File: src/rtl/rc4_search_pkg.sv
// rc4_search_pkg: shared state encodings and defaults for the RC4 key-search scheduler
package rc4_search_pkg;
    localparam int DEFAULT_KEY_W = 24;
    typedef enum logic [1:0] {IDLE, RUN, FOUND, EXHAUSTED} g_state_t;
    typedef enum logic [1:0] {L_IDLE, L_BUSY, L_RETIRED} l_state_t;
endpackage

File: src/rtl/rc4_search_lane.sv
// rc4_search_lane: one core's key sequence (IDX, IDX+N_CORES, ...) and start/done handshake
module rc4_search_lane
    import rc4_search_pkg::*;
#(
    parameter int KEY_W = DEFAULT_KEY_W,
    parameter int N_CORES = 4,
    parameter logic [KEY_W-1:0] MAX_KEY = '1,
    parameter int IDX = 0
) (
    input  logic             clk,
    input  logic             reset,
    input  logic             accept,
    input  logic             run,
    input  logic             done,
    input  logic             found,
    output logic             core_start,
    output logic [KEY_W-1:0] core_key,
    output logic             tested,
    output logic             hit,
    output logic             retired
);
    l_state_t state;
    logic [KEY_W:0] next_key;
    logic eligible;
    assign eligible = next_key <= {1'b0, MAX_KEY};
    assign core_start = run && state == L_IDLE && eligible;
    assign core_key = next_key[KEY_W-1:0];
    assign tested = run && state == L_BUSY && done;
    assign hit = tested && found;
    // counts a lane retiring this cycle so exhaustion is flagged on the same edge
    assign retired = state == L_RETIRED || (run && state == L_IDLE && !eligible);
    always_ff @(posedge clk) begin
        if (reset) begin
            state <= L_IDLE;
            next_key <= '0;
        end else if (accept) begin
            state <= L_IDLE;
            next_key <= (KEY_W+1)'(IDX);
        end else if (core_start) begin
            state <= L_BUSY;
        end else if (run && state == L_IDLE) begin
            state <= L_RETIRED;
        end else if (tested && !found) begin
            state <= L_IDLE;
            next_key <= next_key + (KEY_W+1)'(N_CORES);
        end
    end
endmodule

File: src/rtl/rc4_search_scheduler.sv
// rc4_search_scheduler: interleaves the key space over N_CORES cores, arbitrates finds, tracks progress
module rc4_search_scheduler
    import rc4_search_pkg::*;
#(
    parameter int KEY_W = DEFAULT_KEY_W,
    parameter int N_CORES = 4,
    parameter logic [KEY_W-1:0] MAX_KEY = KEY_W'(24'h3FFFFF)
) (
    input  logic                     clk,
    input  logic                     reset,
    input  logic                     start,
    input  logic [N_CORES-1:0]       core_done,
    input  logic [N_CORES-1:0]       core_found,
    output logic [N_CORES-1:0]       core_start,
    output logic [N_CORES*KEY_W-1:0] core_key,
    output logic                     core_abort,
    output logic                     busy,
    output logic                     key_found,
    output logic                     no_key,
    output logic [KEY_W-1:0]         found_key,
    output logic [KEY_W:0]           keys_tested
);
    g_state_t state;
    logic [N_CORES-1:0] tested, hit, retired;
    logic [KEY_W-1:0] win_key;
    logic [KEY_W+1:0] sum;
    logic accept, run;
    assign accept = start && state != RUN;
    assign run = state == RUN;
    assign busy = run;
    assign key_found = state == FOUND;
    assign no_key = state == EXHAUSTED;
    assign core_abort = key_found || no_key;
    for (genvar c = 0; c < N_CORES; c++) begin : g_lane
        rc4_search_lane #(
            .KEY_W(KEY_W), .N_CORES(N_CORES), .MAX_KEY(MAX_KEY), .IDX(c)
        ) u_lane (
            .clk(clk), .reset(reset), .accept(accept), .run(run),
            .done(core_done[c]), .found(core_found[c]),
            .core_start(core_start[c]), .core_key(core_key[c*KEY_W +: KEY_W]),
            .tested(tested[c]), .hit(hit[c]), .retired(retired[c])
        );
    end
    // descending scan so the lowest-index hit wins
    always_comb begin
        win_key = '0;
        sum = {1'b0, keys_tested};
        for (int i = N_CORES - 1; i >= 0; i--) begin
            win_key = hit[i] ? core_key[i*KEY_W +: KEY_W] : win_key;
            sum = sum + (KEY_W+2)'(tested[i]);
        end
    end
    always_ff @(posedge clk) begin
        if (reset) begin
            state <= IDLE;
            found_key <= '0;
            keys_tested <= '0;
        end else if (accept) begin
            state <= RUN;
            found_key <= '0;
            keys_tested <= '0;
        end else if (run) begin
            keys_tested <= sum[KEY_W+1] ? '1 : sum[KEY_W:0];
            if (|hit) begin
                state <= FOUND;
                found_key <= win_key;
            end else if (&retired) begin
                state <= EXHAUSTED;
            end
        end
    end
endmodule
File: config.mk
export PLATFORM = sky130hd
export DESIGN_NAME = rc4_search_scheduler
export DESIGN_NICKNAME = d
export VERILOG_FILES = /design/src/rtl/rc4_search_pkg.sv /design/src/rtl/rc4_search_lane.sv /design/src/rtl/rc4_search_scheduler.sv
export SDC_FILE = /design/constraint.sdc
export NUM_CORES = 1
export LEC_CHECK = 0
export CORE_MARGIN = 5
export CORE_UTILIZATION = 35
export DETAILED_ROUTE_END_ITERATION = 7
export GPL_TIMING_DRIVEN = 0
export HOLD_SLACK_MARGIN = 0.15
export PLACE_DENSITY = 0.62
export SYNTH_ARGS = -nofsm -noshare
export SYNTH_HDL_FRONTEND = slang
export SYNTH_SLANG_ARGS = --single-unit
export TNS_END_PERCENT = 50
File: constraint.sdc
create_clock -name clk -period 4.4 [get_ports clk]
set_clock_uncertainty 0.2 [all_clocks]
set_input_delay 0.88 -clock clk [delete_from_list [all_inputs] [get_ports clk]]
set_output_delay 0.88 -clock clk [all_outputs]
set_load 0.02 [all_outputs]
==> impl_metrics.tcl <==
set metrics [dict create \
    ioPinCount 164 \
    setup-tns-final_ps 0 \
    route.final.wire_length_um 26200 \
    syn-cell-area_um2 8200 \
    start_kind "flop" \
    yosys_warnings 0 \
    synthToLayoutAreaGrowth_pct 31.9 \
    grt_max_degree 17 \
    clk_transition_reported_paths_ps 70 \
    proportion_of_synthesized_area_in_mux_cells 0.00259 \
    detail_route.drc_violations 0 \
    synth-seq-cells 153 \
    arrival_ps 3160 \
    avgRoutedWirePerCell_um 17.5 \
    post_route_cells_drive_above_1_share 0.137 \
    globalRoute.totalOverflow 0 \
    critPathMaxFanout 8 \
    cts_tree "done" \
    worst-slew-pin-transition_ps 911 \
    synth_simple_gate_area_share 0.263 \
    final_area_um2 10800 \
    grt_pass1_wl_um 40600 \
    leakagePower_nw 4.10 \
    asyncSetResetFlopFracSynth 0 \
    rsz0062_at_grt "no" \
    synthCells 988 \
    std_cell_rows 56 \
    clock-sinks 153 \
    max_cap_viol_count 0 \
    first_global_vias 7220 \
    fp.dieW_um 163 \
    slowest_stage "sky130_fd_sc_hd__clkdlybuf4s50_1" \
    synth_compound_area_frac 0.124 \
    crit_type "flop to output port" \
    clockBufferDepth 2 \
    critPathRequiredTime_ps 3320 \
    post-cts-setup-buffers 0 \
    ant_nets 0 \
    worstSkewPairLatency_ps 440 \
    min-delay-path-class "flop to flop" \
    core-area_um2 23300 \
    irDropWorstVdd_v 0.000247 \
    vias_per_cell 5.15 \
    ys_top_cells_by_area "sky130_fd_sc_hd__dfxtp_1 (37%), sky130_fd_sc_hd__buf_4 (9.2%), sky130_fd_sc_hd__xnor2_1 (5.8%)" \
    synth_xor_area_frac 0.0972 \
    outcome "completed" \
    antenna_violations_before_repair 0 \
    post_synth_num_cell_types 53 \
    max-slew-margin-rel 0.388 \
    cts_inserted_buffers 17 \
    setup_violations 0 \
    synth-edff-count 0 \
    route.vias.total 7719 \
    die_h_um 163 \
    dieArea_um2 26600 \
    place_area_um2 10200 \
    hold_viol_final 0 \
    final.period_utilization 0.964 \
    end_kind "output port" \
    yosysSeqAreaShare 0.374 \
    clock_tree.root_cell "sky130_fd_sc_hd__clkbuf_16" \
    postSynth.topFlopCell "sky130_fd_sc_hd__dfxtp_1" \
    pwr_density_cell_nw_per_um2 286 \
    synthesis.area_per_instance_um2 8.30 \
    antenna_cells_inserted 0 \
    cts_repair_resize_count 0 \
    max_freq_mhz 236 \
    synth_commonest_cells "sky130_fd_sc_hd__dfxtp_1 (153), sky130_fd_sc_hd__nor2_1 (111), sky130_fd_sc_hd__buf_4 (100)" \
    timing.critical_path.cells "and4_1 -> clkbuf_1 -> nand4_1 -> or2_2 -> a21oi_1 -> buf_4 -> clkdlybuf4s50_1" \
    register_area_um2 3060 \
    initial_core_util 0.352 \
    dr.pass1.iters 5 \
    cp_slowest_stage_delay_ps 590 \
    placedCellCount 1468 \
    dr.first_iter.drc_count 623 \
    nFillCells 2372 \
    area_of_the_multi_input_gates_um2 4140 \
    period_needed_ps 4240 \
    gr-usage-all-layers 0.196 \
    gp_routability_congestion 0.932 \
    synth_largest_type_area_fraction 0.374 \
    final_cells 1499 \
    cts-htree-levels 4 \
    count_of_buffers_inserted_at_the_top_level_ports 158 \
    layout.nets 1187 \
    synth_largest_area_cell "sky130_fd_sc_hd__dfxtp_1" \
    dpl.hpwl_um 20200 \
    most_frequently_used_cell_type_in_the_post_synthesis_netlist "sky130_fd_sc_hd__dfxtp_1" \
    cts.hold.buffers_added 0 \
    synth_top_family_by_area "simple AND/OR/NAND/NOR gates" \
    total_power_w 0.00309 \
    report.final.slew_viol_count 0 \
    synth_adder_area_share 0.0150 \
]
critical path, delay by kind of cell (launching register included):
family                 cells  cell delay, ps
AOI/OAI and AO/OA          1             330
buffers and inverters      3            1020
DFF                        1             480
and+or+nand+nor            3             890
placed cells by master (no fill, tap or decap), types with 3 or more instances in the layout:
| cell | netlist | layout |
|---|---|---|
| sky130_fd_sc_hd__or2_2 | 3 | 3 |
| sky130_fd_sc_hd__nor3_2 | 4 | 3 |
| sky130_fd_sc_hd__nand2b_1 | 3 | 3 |
| sky130_fd_sc_hd__buf_4 | 100 | 100 |
| sky130_fd_sc_hd__clkbuf_16 | 0 | 17 |
| sky130_fd_sc_hd__fa_1 | 3 | 3 |
| sky130_fd_sc_hd__o21ai_1 | 5 | 5 |
| sky130_fd_sc_hd__xor2_1 | 37 | 37 |
| sky130_fd_sc_hd__clkbuf_8 | 0 | 3 |
| sky130_fd_sc_hd__nor4_2 | 5 | 5 |
| sky130_fd_sc_hd__nor2b_1 | 3 | 3 |
| sky130_fd_sc_hd__nand4_1 | 26 | 26 |
| sky130_fd_sc_hd__xnor2_1 | 54 | 54 |
| sky130_fd_sc_hd__buf_2 | 12 | 12 |
| sky130_fd_sc_hd__clkbuf_1 | 34 | 34 |
| sky130_fd_sc_hd__a21o_1 | 20 | 20 |
| sky130_fd_sc_hd__clkinvlp_4 | 0 | 3 |
| sky130_fd_sc_hd__and3_1 | 34 | 34 |
| sky130_fd_sc_hd__conb_1 | 1 | 4 |
| sky130_fd_sc_hd__nand2_1 | 81 | 81 |
| sky130_fd_sc_hd__inv_1 | 23 | 23 |
| sky130_fd_sc_hd__ha_1 | 5 | 5 |
| sky130_fd_sc_hd__or4_1 | 4 | 4 |
| sky130_fd_sc_hd__nor2_1 | 111 | 111 |
| sky130_fd_sc_hd__nand3_1 | 40 | 40 |
| sky130_fd_sc_hd__or3_1 | 15 | 15 |
| sky130_fd_sc_hd__o21ai_0 | 27 | 27 |
| sky130_fd_sc_hd__a21oi_1 | 34 | 34 |
| sky130_fd_sc_hd__clkdlybuf4s50_1 | 0 | 158 |
| sky130_fd_sc_hd__inv_6 | 0 | 3 |
| sky130_fd_sc_hd__and4_1 | 10 | 10 |
| sky130_fd_sc_hd__a31oi_1 | 8 | 8 |
| sky130_fd_sc_hd__nor3_1 | 30 | 30 |
| sky130_fd_sc_hd__and2_1 | 9 | 9 |
| sky130_fd_sc_hd__a32oi_1 | 21 | 21 |
| sky130_fd_sc_hd__nor4_1 | 24 | 23 |
| sky130_fd_sc_hd__dfxtp_1 | 153 | 153 |
| sky130_fd_sc_hd__o221ai_1 | 20 | 20 |
per-stage QoR:
stage               hold WS [ps]  setup WS [ps]   util
global placement             283           39.3  0.438
floorplan                    260            996      -
CTS                          303           17.9  0.464
global route                 332           28.9  0.465
detailed placement           288           56.3  0.438
finish                       304            158  0.465
sequential cells by signal (all words and copies together) (netlist names):
name / flops
found_key: 24
g_lane.u_lane.next_key: 94
g_lane.u_lane.state: 8
keys_tested: 25
state: 2
path summary, 6_finish.rpt:
path                           startpoint         endpoint  slack, ps  cells after the start
min                         found_key[19]    found_key[19]        300                      2
max          g_lane[3].u_lane.next_key[5]    core_start[3]        160                      7
min reg2reg                 found_key[19]    found_key[19]        300                      2
max reg2reg                      state[1]  keys_tested[12]        260                     12
cell families (layout without fill, tap and decap cells):
logic type / after synthesis / count (layout)
multiplexers: 2 / 2
flip-flops: 153 / 153
XOR/XNOR: 91 / 91
AND/OR/NAND/NOR: 415 / 415
buffers and inverters: 169 / 358
AO/OA/AOI/OAI: 149 / 149
other: 1 / 4
adder cells (fa/ha/maj): 8 / 8
per-layer routing:
metal,part of all wire,GRT usage,up-vias
li1,-,-,3759
met1,0.44,0.273,3617
met2,0.46,0.309,305
met3,0.072,0.0376,38
met4,0.020,0.0640,0
met5,0,0,-
final cells by class:
cell class | instances | share of cell area
clock buffers | 20 | 0.0431
inverters | 23 | 0.00798
well taps | 319 | 0.0369
plain buffers | 146 | 0.0868
clock inverters | 11 | 0.0127
flip-flops and latches | 153 | 0.283
repair buffers | 158 | 0.146
multi-input cells | 669 | 0.383
report_power, final:
part	internal, W	switching [W]	leakage [nW]
Clock	0.000888	0.000629	0.288
Sequential	0.00139	0.0000125	1.23
Combinational	0.0000587	0.000112	2.57
Total	0.00234	0.000753	4.10
No activity file was read; power rests on OpenSTA's default activity.
